===== src/rtl/time_display_pkg.sv =====
// Shared constants, state encoding and segment decoding for the HH:MM:SS display.
package time_display_pkg;

  // Field widths of the incoming binary time value
  localparam int SEC_W = 6;
  localparam int MIN_W = 6;
  localparam int HR_W  = 7;

  // Active-low segment patterns, bit0 = a .. bit6 = g
  localparam logic [6:0] SEG_BLANK = 7'h7F;
  localparam logic [6:0] SEG_DASH  = 7'h3F;
  localparam logic [6:0] SEG_DIGIT [0:9] = '{
    7'h40, 7'h79, 7'h24, 7'h30, 7'h19,
    7'h12, 7'h02, 7'h78, 7'h00, 7'h10
  };

  // Refresh sequencer states
  typedef enum logic [2:0] {
    IDLE = 3'd0,
    CAP  = 3'd1,
    CV_S = 3'd2,
    CV_M = 3'd3,
    CV_H = 3'd4,
    UPD  = 3'd5
  } state_t;

  // BCD digit to segment pattern; non-decimal codes show as blank
  function automatic logic [6:0] seg_decode(input logic [3:0] digit);
    logic [6:0] seg;
    case (digit)
      4'd0:    seg = SEG_DIGIT[0];
      4'd1:    seg = SEG_DIGIT[1];
      4'd2:    seg = SEG_DIGIT[2];
      4'd3:    seg = SEG_DIGIT[3];
      4'd4:    seg = SEG_DIGIT[4];
      4'd5:    seg = SEG_DIGIT[5];
      4'd6:    seg = SEG_DIGIT[6];
      4'd7:    seg = SEG_DIGIT[7];
      4'd8:    seg = SEG_DIGIT[8];
      4'd9:    seg = SEG_DIGIT[9];
      default: seg = SEG_BLANK;
    endcase
    return seg;
  endfunction

endpackage


===== src/rtl/time_display_bin2bcd.sv =====
// Sequential double-dabble converter: 7-bit binary to two BCD digits in 8 cycles.
// Cycle 0 (start) loads the operand, cycles 1..7 each apply add-3 then shift;
// the final shift is combinational so the result is valid while done is high.
module bin2bcd_seq (
  input  logic       clk,
  input  logic       rst_n,
  input  logic       start,
  input  logic [6:0] bin,
  output logic       done,
  output logic [7:0] bcd,
  output logic       ovf
);

  logic [14:0] shreg;
  logic [14:0] step_next;
  logic [2:0]  step_cnt;
  logic        active;

  // One double-dabble step on the current working register
  always_comb begin
    step_next = shreg;
    if (step_next[10:7] >= 4'd5) step_next[10:7] = step_next[10:7] + 4'd3;
    if (step_next[14:11] >= 4'd5) step_next[14:11] = step_next[14:11] + 4'd3;
    step_next = {step_next[13:0], 1'b0};
  end

  // Load on start, then step six times into the register; the seventh step is consumed live
  always_ff @(posedge clk or negedge rst_n) begin
    if (!rst_n) begin
      shreg    <= '0;
      step_cnt <= '0;
      active   <= 1'b0;
      ovf      <= 1'b0;
    end else if (start) begin
      shreg    <= {8'd0, bin};
      step_cnt <= 3'd1;
      active   <= 1'b1;
      ovf      <= (bin >= 7'd100);
    end else if (active) begin
      if (step_cnt == 3'd7) begin
        active   <= 1'b0;
        step_cnt <= '0;
      end else begin
        shreg    <= step_next;
        step_cnt <= step_cnt + 3'd1;
      end
    end
  end

  assign done = active && (step_cnt == 3'd7);
  assign bcd  = step_next[14:7];

endmodule


===== src/rtl/time_display.sv =====
// Periodically snapshots binary HH:MM:SS, converts each field to BCD with one
// shared sequential converter and drives six registered active-low 7-seg digits.
module time_display
  import time_display_pkg::*;
#(
  parameter logic [31:0] REFRESH_CYCLES  = 32'd500_000,
  parameter logic        BLANK_LEAD_HOUR = 1'b1
) (
  input  logic       clk,
  input  logic       rst_n,
  input  logic [5:0] i_seconds,
  input  logic [5:0] i_minutes,
  input  logic [6:0] i_hours,
  output logic [6:0] o_hex0,
  output logic [6:0] o_hex1,
  output logic [6:0] o_hex2,
  output logic [6:0] o_hex3,
  output logic [6:0] o_hex4,
  output logic [6:0] o_hex5,
  output logic       o_busy
);

  state_t state;
  state_t next_state;

  logic [31:0]      refresh_cnt;
  logic             tick;
  logic             pending;
  logic [2:0]       phase;

  logic [SEC_W-1:0] sec_snap;
  logic [MIN_W-1:0] min_snap;
  logic [HR_W-1:0]  hr_snap;

  logic [7:0]       bcd_s;
  logic [7:0]       bcd_m;
  logic [7:0]       bcd_h;
  logic             hr_ovf;

  logic             cv_start;
  logic [6:0]       cv_bin;
  logic             cv_done;
  logic [7:0]       cv_bcd;
  logic             cv_ovf;

  // Free-running refresh divider; it keeps counting during a refresh
  always_ff @(posedge clk or negedge rst_n) begin
    if (!rst_n) begin
      refresh_cnt <= '0;
    end else if (refresh_cnt == REFRESH_CYCLES - 32'd1) begin
      refresh_cnt <= '0;
    end else begin
      refresh_cnt <= refresh_cnt + 32'd1;
    end
  end

  assign tick = (refresh_cnt == REFRESH_CYCLES - 32'd1);

  // State register; busy is registered from the next state so it lines up with the state
  always_ff @(posedge clk or negedge rst_n) begin
    if (!rst_n) begin
      state  <= IDLE;
      o_busy <= 1'b0;
    end else begin
      state  <= next_state;
      o_busy <= (next_state != IDLE);
    end
  end

  // Next-state logic; ticks arriving outside IDLE are simply ignored
  always_comb begin
    next_state = state;
    case (state)
      IDLE:    if (tick || pending) next_state = CAP;
      CAP:     next_state = CV_S;
      CV_S:    if (cv_done) next_state = CV_M;
      CV_M:    if (cv_done) next_state = CV_H;
      CV_H:    if (cv_done) next_state = UPD;
      UPD:     next_state = IDLE;
      default: next_state = IDLE;
    endcase
  end

  // Converter control: start pulse on the first cycle of each conversion, operand mux by field
  always_comb begin
    cv_start = 1'b0;
    cv_bin   = '0;
    case (state)
      CV_S: begin
        cv_start = (phase == 3'd0);
        cv_bin   = {1'b0, sec_snap};
      end
      CV_M: begin
        cv_start = (phase == 3'd0);
        cv_bin   = {1'b0, min_snap};
      end
      CV_H: begin
        cv_start = (phase == 3'd0);
        cv_bin   = hr_snap;
      end
      default: begin
        cv_start = 1'b0;
        cv_bin   = '0;
      end
    endcase
  end

  bin2bcd_seq u_bin2bcd (
    .clk   (clk),
    .rst_n (rst_n),
    .start (cv_start),
    .bin   (cv_bin),
    .done  (cv_done),
    .bcd   (cv_bcd),
    .ovf   (cv_ovf)
  );

  // Datapath: phase counter, input snapshot, per-field results and the displayed digits
  always_ff @(posedge clk or negedge rst_n) begin
    if (!rst_n) begin
      pending  <= 1'b1;
      phase    <= '0;
      sec_snap <= '0;
      min_snap <= '0;
      hr_snap  <= '0;
      bcd_s    <= '0;
      bcd_m    <= '0;
      bcd_h    <= '0;
      hr_ovf   <= 1'b0;
      o_hex0   <= SEG_BLANK;
      o_hex1   <= SEG_BLANK;
      o_hex2   <= SEG_BLANK;
      o_hex3   <= SEG_BLANK;
      o_hex4   <= SEG_BLANK;
      o_hex5   <= SEG_BLANK;
    end else begin
      phase <= (next_state != state) ? 3'd0 : phase + 3'd1;

      if (state == IDLE) pending <= 1'b0;

      if (state == CAP) begin
        sec_snap <= i_seconds;
        min_snap <= i_minutes;
        hr_snap  <= i_hours;
      end

      if (state == CV_S && cv_done) bcd_s <= cv_bcd;
      if (state == CV_M && cv_done) bcd_m <= cv_bcd;
      if (state == CV_H && cv_done) begin
        bcd_h  <= cv_bcd;
        hr_ovf <= cv_ovf;
      end

      if (state == UPD) begin
        o_hex0 <= seg_decode(bcd_s[3:0]);
        o_hex1 <= seg_decode(bcd_s[7:4]);
        o_hex2 <= seg_decode(bcd_m[3:0]);
        o_hex3 <= seg_decode(bcd_m[7:4]);
        if (hr_ovf) begin
          o_hex4 <= SEG_DASH;
          o_hex5 <= SEG_DASH;
        end else begin
          o_hex4 <= seg_decode(bcd_h[3:0]);
          if (BLANK_LEAD_HOUR && (bcd_h[7:4] == 4'd0)) o_hex5 <= SEG_BLANK;
          else                                         o_hex5 <= seg_decode(bcd_h[7:4]);
        end
      end
    end
  end

endmodule


===== config.mk =====
export PLATFORM = sky130hd
export DESIGN_NAME = time_display
export DESIGN_NICKNAME = d
export VERILOG_FILES = /design/src/rtl/time_display_pkg.sv /design/src/rtl/time_display_bin2bcd.sv /design/src/rtl/time_display.sv
export SDC_FILE = /design/constraint.sdc
export NUM_CORES = 1
export LEC_CHECK = 0
export BUFFER_PORTS_ARGS = -buffer_cell sky130_fd_sc_hd__buf_2
export CORE_ASPECT_RATIO = 0.5
export CORE_UTILIZATION = 45
export DETAILED_ROUTE_END_ITERATION = 10
export PLACE_DENSITY = 0.61
export SYNTH_ARGS = -nofsm -noshare
export SYNTH_HDL_FRONTEND = slang
export SYNTH_SLANG_ARGS = --single-unit

===== constraint.sdc =====
create_clock -name clk -period 5.1 [get_ports clk]
set_input_delay 0.765 -clock clk [delete_from_list [all_inputs] [get_ports clk]]
set_output_delay 0.765 -clock clk [all_outputs]
set_load 0.02 [all_outputs]

==> metrics.yaml <==
fin_skew_ns: 0.0125
layout-drive-gt1-share: 0.223
antenna_found_initial: 0
die_h_um: 92.2
via_count: 5186
ys_warn_count: 0
first_global_vias: 4887
worstPathRequired_ns: 5.40
diodes: 0
whs_ns: 0.448
firstDrtPassIters: 5
postCtsSetupBuffers: 0
synth_top_area_frac: 0.352
drv_slew: 0
start_kind: "flop"
irDropWorstVdd_v: 0.000238
maxSlewHeadroom: 0.291
pre_cts_slack_ns: 2.64
worstSetupPathType: "reg2reg"
synth.avg_cell_area_um2: 10.1
worst_pin_slew_ns: 1.06
final_hold_viol_count: 0
synth-seq-cells: 146
ys_seq_area_frac: 0.506
wire_per_inst_um: 14.5
tns_ns: 0
dieArea_um2: 16800
htree_num_levels: 4
yosysTopAreaCell: "dfrtp_1"
ys_top_cells_by_count: "103 x dfrtp_1, 99 x nand2_1, 57 x nor2_1"
endpoint_kind: "flop"
wl_um: 14600
grt_max_degree: 110
synthToLayoutAreaGrowth_pct: 14.5
setup_violations: 0
cts_tree: "yes"
period_minus_slack_ns: 2.51
postCtsHoldBufs: 0
io_pins: 64
hold_path_class: "reg2reg"
synth.distinct_cells: 54
gp_congestion: 0.818
cts_resized: 0
dp_hpwl_um: 9740
ant_nets: 0
grt_use_total: 0.185
drv_cap: 0
layoutNonFillerInstCount: 1005
synth_most_common_cell: "dfrtp_1"
viasPerCell: 5.16
start_util: 0.468
overflow: 0
fin_ws_ns: 2.59
root_buffer: "clkbuf_16"
synthCells: 724
synth_fp_nets: 784
p_leak_nw: 3.82
drt_iter0_drc: 331
pwr_density_cell_nw_per_um2: 291
min_period_over_period: 0.492
fin_util: 0.536
core_um2: 15700
dp.cells: 973
rsz0062_at_grt: "no"
outcome: "completed"
power_mw: 2.44
fillers: 1404
grt_pass1_wl_um: 24500
rows: 32
arrival_ns: 2.81
die_width_um: 182
cts_inserted_buffers: 17
cts_sinks: 146
max_freq_mhz: 398
syn-cell-area_um2: 7330
final_area_um2: 8390
synthArstFlopShare: 1.00
cp_max_fo: 14
cts_max_path_buffers: 2
clk_pin_slew_ns: 0.06
synth_flop_cell: "dfrtp_1"
io_buffers: 63
nets: 831
synth_edf_count: 0
placed_cell_area_um2: 7790
synth_area_leaders: "dfrtp_1 35%, dfstp_2 15%, ha_1 6.7%"
insertion_delay_ns: 0.42
drc_errors: 0
## flip-flops by register name, indices dropped and copies added (netlist names)
name and count:
o_hex4 7, o_hex3 7, bcd_m 8, pending 1
hr_snap 7, o_hex5 7, u_bin2bcd.step_cnt 3, o_hex1 7
o_busy 1, o_hex0 7, sec_snap 6, bcd_h 8
state 3, u_bin2bcd.active 1, min_snap 6, phase 3
bcd_s 8, o_hex2 7, refresh_cnt 32, u_bin2bcd.shreg 15
u_bin2bcd.ovf 1, hr_ovf 1
## per-layer routing
metal / part of all wire / track usage / vias to the layer above
li1: - / - / 2608
met5: 0 / 0 / -
met4: 0.014 / 0.0665 / 0
met2: 0.44 / 0.273 / 78
met1: 0.52 / 0.268 / 2480
met3: 0.031 / 0.0365 / 20
## final cells by class
cell class              count  area (um^2)  share of cell area
clock buffers              19          443              0.0528
inverters                  20         75.1             0.00895
repair buffers             66          344              0.0410
well taps                 221          277              0.0330
multi-input cells         520         3390               0.404
flip-flops and latches    146         3710               0.442
clock inverters            13          153              0.0182
## final timing paths
path	from	to	slack, ns	depth (start not counted)
max	state[1]	bcd_s[2]	2.59	3
min	o_hex3[0]	o_hex3[0]	0.45	2
max reg2reg	state[1]	bcd_s[2]	2.59	3
min reg2reg	o_hex3[0]	o_hex3[0]	0.45	2
max in group asynchronous	rst_n	hr_snap[6]	3.58	2
min in group asynchronous	rst_n	refresh_cnt[12]	0.46	1
## report_power, final
part,switching [mW],internal (mW)
Clock,0.512,0.741
Combinational,0.0239,0.00635
Sequential,0,1.16
## worst max-delay path, stage by stage (launching register included)
cell	delay, ns
dfrtp_1	0.51
nor2b_1	0.66
nor3b_2	0.82
mux2_2	0.41
## cell usage in the layout (no fill, tap or decap), types with 4 or more instances in the layout
cell	synthesis	layout
mux2_2	28	28
dfstp_2	43	43
buf_2	9	62
and4_1	5	5
inv_1	20	20
xor2_1	10	10
nor3b_1	5	4
a21oi_1	45	45
o211ai_1	4	4
a221oi_1	4	4
o22ai_1	12	12
nor3_1	8	8
mux2i_1	10	10
nand2b_1	14	14
a31oi_1	4	4
o21ai_0	44	44
a22oi_1	6	6
o21ai_1	5	5
ha_1	39	39
xnor2_1	27	27
nand3_1	14	14
dfrtp_1	103	103
a21o_1	4	4
nand4_1	9	9
o22a_1	7	7
clkinv_4	0	6
nor2_1	57	57
nand2_1	99	99
and3_1	8	8
nor2b_1	16	16
clkbuf_16	0	17
o31ai_1	4	4
## cell families after synthesis
kind of cell / Yosys count / share of synthesized area
AND/OR/NAND/NOR: 254 / 0.169
AO/OA/AOI/OAI: 149 / 0.121
flip-flops: 146 / 0.506
buffers and inverters: 58 / 0.0323
multiplexers: 40 / 0.0597
adder cells (fa/ha/maj): 40 / 0.0679
XOR/XNOR: 37 / 0.0442
(Power assumes the default switching activity.)
